==> config.mk <==
export PLATFORM = sky130hd
export DESIGN_NAME = fp_norm_shift32
export DESIGN_NICKNAME = d
export VERILOG_FILES = /design/src/rtl/fp_norm_shift32.sv
export SDC_FILE = /design/constraint.sdc
export NUM_CORES = 1
export LEC_CHECK = 0
export CAP_MARGIN = 20
export CORE_ASPECT_RATIO = 1.25
export CORE_MARGIN = 2
export CORE_UTILIZATION = 59
export DETAILED_ROUTE_END_ITERATION = 8
export PLACE_DENSITY = 0.85
export SLEW_MARGIN = 10
export SYNTH_ARGS = -nofsm -noshare
export SYNTH_HDL_FRONTEND = slang
export SYNTH_SLANG_ARGS = --single-unit
==> constraint.sdc <==
create_clock -name clk -period 6.4 [get_ports clk]
set_input_delay 0.64 -clock clk [delete_from_list [all_inputs] [get_ports clk]]
set_output_delay 0.64 -clock clk [all_outputs]
set_load 0.02 [all_outputs]
==> src/rtl/fp_norm_shift32.sv <==
// Mantissa normaliser: shifts by the LZ count, adjusts the exponent and
// clamps to subnormal when the exponent would underflow. Two-stage pipe.
module fp_norm_shift32 #(
  parameter int MANT_W = 32,
  parameter int LZ_W   = $clog2(MANT_W),
  parameter int EXP_W  = 10
) (
  input  logic              clk,
  input  logic              rst,
  input  logic              in_valid,
  output logic              in_ready,
  input  logic [MANT_W-1:0] in_mant,
  input  logic [LZ_W-1:0]   in_lz,
  input  logic              in_nz,
  input  logic [EXP_W-1:0]  in_exp,
  output logic              out_valid,
  input  logic              out_ready,
  output logic [MANT_W-1:0] out_mant,
  output logic [EXP_W-1:0]  out_exp,
  output logic              out_zero,
  output logic              out_uf,
  output logic              lz_err
);

  logic              s1_v;
  logic              s2_v;
  logic [MANT_W-1:0] s1_mant;
  logic [LZ_W-1:0]   s1_sh;
  logic [EXP_W-1:0]  s1_exp;
  logic              s1_zero;
  logic              s1_uf;

  logic s1_load;
  logic s2_load;
  logic accept;

  assign s2_load  = !s2_v || out_ready;
  assign s1_load  = !s1_v || s2_load;
  assign in_ready = s1_load;
  assign accept   = in_valid && in_ready;

  logic [EXP_W-1:0] lz_ext;
  logic             lz_lt;
  logic [LZ_W-1:0]  d_sh;
  logic [EXP_W-1:0] d_exp;
  logic             d_zero;
  logic             d_uf;

  assign lz_ext = EXP_W'(in_lz);
  assign lz_lt  = lz_ext < in_exp;

  always_comb begin
    d_sh   = '0;
    d_exp  = '0;
    d_zero = 1'b0;
    d_uf   = 1'b0;
    unique case (1'b1)
      !in_nz: begin
        d_zero = 1'b1;
      end
      in_nz && lz_lt: begin
        d_sh  = in_lz;
        d_exp = in_exp - lz_ext;
      end
      in_nz && !lz_lt: begin
        d_uf = 1'b1;
        // in_exp <= in_lz here, so in_exp-1 always fits the shift width
        d_sh = (in_exp == '0) ? '0 : LZ_W'(in_exp - EXP_W'(1));
      end
    endcase
  end

  logic [MANT_W-1:0] lz_top;
  logic              lz_bad;

  assign lz_top = in_mant >> (LZ_W'(MANT_W - 1) - in_lz);
  assign lz_bad = in_nz ? (lz_top != MANT_W'(1)) : (in_mant != '0);

  always_ff @(posedge clk) begin
    if (rst) begin
      s1_v    <= 1'b0;
      s1_mant <= '0;
      s1_sh   <= '0;
      s1_exp  <= '0;
      s1_zero <= 1'b0;
      s1_uf   <= 1'b0;
    end else if (s1_load) begin
      s1_v <= in_valid;
      if (in_valid) begin
        s1_mant <= in_mant;
        s1_sh   <= d_sh;
        s1_exp  <= d_exp;
        s1_zero <= d_zero;
        s1_uf   <= d_uf;
      end
    end
  end

  always_ff @(posedge clk) begin
    if (rst) begin
      lz_err <= 1'b0;
    end else if (accept && lz_bad) begin
      lz_err <= 1'b1;
    end
  end

  logic [MANT_W-1:0] lvl [LZ_W+1];
  logic [MANT_W-1:0] sh_mant;

  assign lvl[0] = s1_mant;

  for (genvar i = 0; i < LZ_W; i++) begin : g_bs
    assign lvl[i+1] = s1_sh[i] ? (lvl[i] << (1 << i)) : lvl[i];
  end

  assign sh_mant = s1_zero ? '0 : lvl[LZ_W];

  always_ff @(posedge clk) begin
    if (rst) begin
      s2_v     <= 1'b0;
      out_mant <= '0;
      out_exp  <= '0;
      out_zero <= 1'b0;
      out_uf   <= 1'b0;
    end else if (s2_load) begin
      s2_v <= s1_v;
      if (s1_v) begin
        out_mant <= sh_mant;
        out_exp  <= s1_exp;
        out_zero <= s1_zero;
        out_uf   <= s1_uf;
      end
    end
  end

  assign out_valid = s2_v;

endmodule
Word-level counts from Yosys, hierarchy flattened
Index checks and enable logic that the tools add are counted.
- flip-flop bits (word level): 96
- bits of input ports: 52
- output and inout port bits: 47
- logic and storage cells: 43
- add/subtract/negate cells: 3
- magnitude comparators: 1
- equal/unequal tests: 1
- shifts and indexed selects: 1
- muxes and demuxes: 12
- reductions and logical operators: 13
- operators with widths (cell ; count):
    2-to-1 mux 32 bit ; 6
    inequality test 32 x 1 -> 1 bit, second input constant ; 1
    nonzero test 32 bit ; 1
    right shift 32 x 5 -> 32 bit ; 1
    logical NOT 10 bit ; 1
    < comparator 5 x 10 -> 1 bit ; 1
    2-to-1 mux 10 bit ; 1
    one-hot mux 5 bit (2 select lines) ; 1
    subtractor 10 x 5 -> 10 bit ; 1
    2-to-1 mux 5 bit ; 1
    subtractor 5 x 1 -> 5 bit, second input constant ; 1
    subtractor 5 bit, first input constant ; 1
    logical AND 1 bit ; 4
    AND reduction 2 bit ; 2
    logical NOT 1 bit ; 3
    2-to-1 mux 1 bit ; 3
    logical OR 1 bit ; 2

Depth between registers and ports, before layout
- word-level depth: 6
- mapped depth: 12
- depth with buffers taken out: 11

Worst setup path after synthesis
No wires, ideal clock.
- path kind: input to register
- start point: input port in_lz[1]
- end point: register s1_exp[0]
- setup time: 0.128 ns
- arrival time: 2.553 ns
- required time: 6.272 ns
- path slack: 3.720 ns
- cell stages on the path: 11
- buffers on the path: 2
- cell sequence: buf_2 > inv_1 > fa_1 > a21o_1 > a21oi_1 > o21a_1 > o21ai_0 > and2_1 > clkbuf_1 > a22oi_1 > nor2_1
- cells in the longest elaborated chain, start to end: 3
- ends and longest elaborated chain (item ; RTL line ; text):
    start: declaration ; 13 ; input logic [LZ_W-1:0] in_lz,
    < comparator 5 x 10 -> 1 bit ; 50 ; assign lz_lt = lz_ext < in_exp;
    logical AND 1 bit ; 61 ; in_nz && lz_lt: begin
    2-to-1 mux 10 bit ; 57 ; unique case (1'b1)
    end signal: assignment ; 92 ; s1_exp <= d_exp;
    end: declaration ; 29 ; logic [EXP_W-1:0] s1_exp;
Every way passes these cells.
A chain may end at the register's enable or synchronous reset.

Worst setup path after layout
- start point: input port in_lz[2]
- end point: register s1_sh[3]
- cells in the longest elaborated chain, start to end: 4
- elaborated cells between the ends (all ways): 5
- those cells by class: 1 x order compare; 1 x mux; 3 x reduce/logical
- ends and longest elaborated chain (item ; RTL line ; text):
    < comparator 5 x 10 -> 1 bit (*) ; 50 ;
    logical NOT 1 bit ; 65 ; in_nz && !lz_lt: begin
    logical AND 1 bit ; 65 ;
    one-hot mux 5 bit (2 select lines) (*) ; 57 ;
    end signal: assignment ; 91 ; s1_sh <= d_sh;
    end: declaration ; 28 ; logic [LZ_W-1:0] s1_sh;
Every way passes the cells marked *; elsewhere a longest branch is shown, timed or not.

==> impl_results.md <==
* Sw Pwr at 0.439 mW
* Fin util at 0.718
* Grt ovf at 0
* Status: complete, no violations
* Die Height at 120 µm
* Fin crit share at 0.535
* Post-CTS Resized at 0
* Synth area leader: dfxtp_1
* RSZ-0062 raised after global routing: false
* Mean Syn Cell Area at 8.47 µm²
* CP peak stage delay at 0.95 ns
* PwrDens at 200 nW/µm²
* Async S/R FF share, synth at 0
* Count of port buffers added during placement at 98
* Detail Placement HPWL at 12500 µm
* CTS Hold Buffers Added at 0
* Post-Synthesis Cell Area at 6340 µm²
* CTS HTree Levels at 3
* Sw frac at 0.291
* Hold Worst Slack at 0.453 ns
* Mapped Cells at 749
* Clock transition at the registers of the reported paths at 0.07 ns
* Post-Syn Nets at 808
* WL final at 17300 µm
* Most frequent cell after synthesis: nand2_1
* Worst Hold Class: register to register
* Peak supply drop at 0.000131 V
* Clock sinks at 96
* Fmax at 0.292 GHz
* Total Neg Setup Slack at 0 ns
* First-pass GRT wire length at 28200 µm
* Critical path type: primary input to register
* Antenna diodes at 0
* Final hold vios at 0
* Post-synth top flop: dfxtp_1
* Placed Cells at 926
* Synth warn at 0
* Place WS at 2.67 ns
* DR vias/cell at 6.55
* Critical Path AT at 3.64 ns
* Worst Skew at 0.00695 ns
* Critical-path top delay cell: clkdlybuf4s50_1
* # fillers at 808
* Initial Util at 0.604
* Worst R2R Path Depth at 5
* Final setup viols at 0
* Die X at 96.7 µm
* GRT Total Usage at 0.294
* Final Max Slew Viols at 0
* Crit-path max FO at 21
* Data required time of the worst path at 6.61 ns
* CP dominant cell by count: a21oi_1
* Initial antenna violation count at 0
* Via count at 6168
* CTS root buf: clkbuf_16
* Max-Cap Viols at 0
* CTS Buf Count at 9
* Postcts setup bufs at 0
* Slew HR at 0.359
* Design Area, Final at 7540 µm²
* Layout area overhead at 18.9%
* Core Footprint at 10500 µm²
* Placed inst area at 7250 µm²
* Startpoint Class: primary input
* Share of cells above drive strength 1 at 0.105
* CP delay by family, top: buffers and inverters
* Largest net degree at the start of global routing at 62
* Setup ws final at 2.98 ns
* Vias in the first global route at 5730
* Ports at 99
* CTS tree: built
* Post-layout nets at 865
* Residual DRC at 0
* Routability cong. at 0.893
* Slew @ Worst Pin at 0.961 ns
* Critical path, cell by cell: clkdlybuf4s50_1, inv_2, ha_1, a21o_1, a21oi_1, o21a_1, o21ai_0, and2_1, a32oi_1, a21oi_1
* Critical path buffers and inverters at 2
* Logic gate share of total power at 0.221
* Worst skew pair latency at 0.35 ns
* #FFs+latches synth at 96
* Clock buffer depth at 2
* Total power at 1.51 mW
* Final min period at 3.42 ns
* Hold depth at 2
* Post-synthesis sequential area ratio at 0.303
* Synth top area share at 0.303
* EDFF count, synth at 0
* Die Area at 11600 µm²
* WP depth at 10
* Most frequent cells after synthesis: nand2_1, dfxtp_1, a21oi_1
* Routed WL per cell at 18.4 µm
* Clock Power Share at 0.350
* Non-filler cells, final at 942
* Pleak at 2.55 nW
* Number of detailed-route iterations in the first pass at 5
* Critical Path Sink Type: register
* 1st-iter DRT viols at 511
* Remaining antenna violation count at 0
* Top cells by area, synth: dfxtp_1, mux4_2, nand2_1
* Cell Rows at 42
* Cell internal pwr at 1.07 mW
* Cell variety after synth at 67
* Seq pwr share at 0.428
[state kept, by name, indices dropped and copies added (netlist names)]
| signal | count |
|---|---|
| out_mant | 32 |
| s1_mant | 32 |
| out_exp | 10 |
| s1_exp | 10 |
| s1_sh | 5 |
| lz_err | 1 |
| out_uf | 1 |
| out_valid | 1 |
| out_zero | 1 |
| s1_uf | 1 |
| s1_v | 1 |
| s1_zero | 1 |
[worst register-to-register path, stage by stage, from the launching register on]
cell and delay, ns:
dfxtp_2 0.96, mux4_2 0.65, mux2_2 0.30, mux2_2 0.28, a221oi_1 0.30, nor2_1 0.06
[cell usage in the layout, fill, tap and decap left out, types with 18 or more instances in the layout]
| master | n |
|---|---|
| mux2i_1 | 31 |
| a22oi_1 | 19 |
| nor2_1 | 56 |
| dfxtp_1 | 95 |
| nor2b_1 | 18 |
| clkdlybuf4s50_1 | 96 |
| mux4_2 | 35 |
| nand2_1 | 130 |
| a21oi_1 | 85 |
[area by class of cell]
type                            instances  area, µm²  share of cell area
Sequential cell                        96       1920               0.255
Inverter                               18       67.6             0.00896
Tap cell                              132        165              0.0219
Timing Repair Buffer                  108       1050               0.139
Clock inverter                          5       58.8             0.00780
Clock buffer                           10        229              0.0304
Multi-Input combinational cell        573       4050               0.537
[path summary, 6_finish.rpt]
| check | slack, ns | endpoint | start |
|---|---|---|---|
| worst max-delay path | 2.98 | s1_sh[3] | in_lz[2] |
| worst min-delay path | 0.45 | out_mant[27] | out_mant[27] |
| worst max register to register | 3.71 | out_mant[30] | s1_sh[0] |
| worst min register to register | 0.45 | out_mant[27] | out_mant[27] |
[routing by layer]
| metal | track usage | vias to the layer above | share of wire |
|---|---|---|---|
| met3 | 0.0425 | 45 | 0.065 |
| met4 | 0.123 | 0 | 0.027 |
| met2 | 0.506 | 312 | 0.50 |
| met5 | 0 | - | 0 |
| met1 | 0.372 | 2926 | 0.40 |
| li1 | - | 2885 | - |
[power groups by stage]
stage | Clock, mW | Combinational [mW] | Sequential (mW)
final | 0.528 | 0.334 | 0.647
after global placement | 0 | 0.320 | 0.657
after CTS | 0.528 | 0.329 | 0.646
after global routing | 0.555 | 0.360 | 0.650
after detailed placement | 0 | 0.326 | 0.659
after floorplan | 0 | 0.215 | 0.659
[cell families (layout without fill, tap and decap cells)]
logic type,Yosys count,count (layout),share of synthesized area
mux,80,80,0.200
simple gates,276,276,0.200
fa+ha+maj,7,7,0.0150
xor+xnor,8,8,0.0110
buf+inv,80,141,0.0588
compound gates,202,202,0.212
flops,96,96,0.303
Power figures use the tool's default switching activity.
==> variant (same flow settings) <==
Make the reset (`rst`) asynchronous in 3 clocked blocks.
--- a/src/rtl/fp_norm_shift32.sv
+++ b/src/rtl/fp_norm_shift32.sv
@@ -78,3 +78,3 @@
 
-  always_ff @(posedge clk) begin
+  always_ff @(posedge clk or posedge rst) begin
     if (rst) begin
@@ -98,3 +98,3 @@
 
-  always_ff @(posedge clk) begin
+  always_ff @(posedge clk or posedge rst) begin
     if (rst) begin
@@ -117,3 +117,3 @@
 
-  always_ff @(posedge clk) begin
+  always_ff @(posedge clk or posedge rst) begin
     if (rst) begin
Formal check against the unedited RTL: differs if rst is asserted again (counterexample within 4 cycles, from zero or initial values and one cycle with rst high); with rst held inactive, the same outputs for 4 cycles.
==> variant against the unedited design <==
Global-route usage is 0.50 points higher; synthesized area is 2.4% higher; routed wire length hardly changed; sequential cell count stayed put; count of clock-buffer cells in the layout is 1 lower; setup slack worse by 0.20 ns; clock skew is 0.0036 ns higher; design area is 3.2% higher; critical path depth is 2 higher.
Power is not compared: it rests on default switching activity, and its combinational part moved more than twofold at a synthesized area within 25%.
==> variant: results (changes against the unedited design) <==
* Status: finished clean (unchanged)
* Proportion of synthesized area in mux cells at 24.08% (was 20.04%)
* List of most frequent post-synthesis cells: 96 x dfrtp_1, 77 x nand2_1, 50 x mux2_2 (was 130 x nand2_1, 96 x dfxtp_1, 85 x a21oi_1)
* Synth Area in Compound Gates at 17.17% (was 21.22%)
* Crit-path max FO at 32 (was 21)
* GP Congestion at 0.9501 (was 0.8926)
* Placed inst area at 0.007483 mm² (was 0.007248 mm²)
* Crit-path leading delay family: compound AO/OA/AOI/OAI gates (was buffers and inverters)
* Final setup skew at 0.01051 ns (was 0.006949 ns)
* Ys async rst share at 100.0% (was 0%)
* Vias in the first global route at 5494 (was 5730)
* R2r setup slk at 3.58 ns (was 3.71 ns)
* Slowest cell on crit path: fa_1 (was clkdlybuf4s50_1)
* Syn_nets at 717 (was 808)
* Crit. Startpoint: in_lz[1] (was in_lz[2])
* Post-Synth Adder-Cell Area at 1.464% (was 1.499%)
* Hold_sp: out_mant[29]$_DFFE_PP0P_ (was out_mant[27]$_SDFFE_PP0P_)
* Ys flop type: dfrtp_1 (was dfxtp_1)
* Reg-to-reg endpoint: out_mant[26]$_DFFE_PP0P_ (was out_mant[30]$_SDFFE_PP0P_)
* Crit share post-route at 56.62% (was 53.46%)
* Synth area leaders: dfrtp_1 37%, mux4_2 9.0%, mux2_2 8.7% (was dfxtp_1 30%, mux4_2 12%, nand2_1 7.7%)
* Placement Setup Slack at 2.478 ns (was 2.666 ns)
* Slew @ Worst Pin at 0.8867 ns (was 0.9612 ns)
* Reg2reg start: s1_sh[3]$_DFFE_PP0P_ (was s1_sh[0]$_SDFFE_PP0P_)
* Share of layout cells above drive strength 1 at 14.99% (was 10.49%)
* Sequential share of the synthesized area at 36.99% (was 30.30%)
* FF+latch area at 0.002402 mm² (was 0.001923 mm²)
* Avg WL per Cell at 20.05 µm (was 18.42 µm)
-- variant: changes by cell type after synthesis, moves of 9 or more --
cell,change
a21oi_1,-56
dfxtp_1,-96
dfrtp_1,+96
mux2_2,+37
mux4_2,-9
mux2i_1,+9
a22oi_1,-12
o21ai_0,+21
a22o_1,+15
nor2_1,-9
nand2_1,-53
-- variant: area by class of cell --
class / count / share of cell area [%]
flip-flops and latches: 96 / 30.85
inverters: 18 / 0.8838
clock inverters: 7 / 0.9963
multi-input cells: 498 / 48.95
well taps: 132 / 2.121
repair buffers: 106 / 13.31
clock buffers: 9 / 2.892
-- variant: per-layer routing --
layer | up-vias | part of all wire [%] | track usage, %
li1 | 2615 | - | -
met2 | 265 | 48 | 48.59
met1 | 2717 | 39 | 36.98
met5 | - | 0 | 0
met4 | 0 | 6.7 | 20.57
met3 | 66 | 5.7 | 4.320
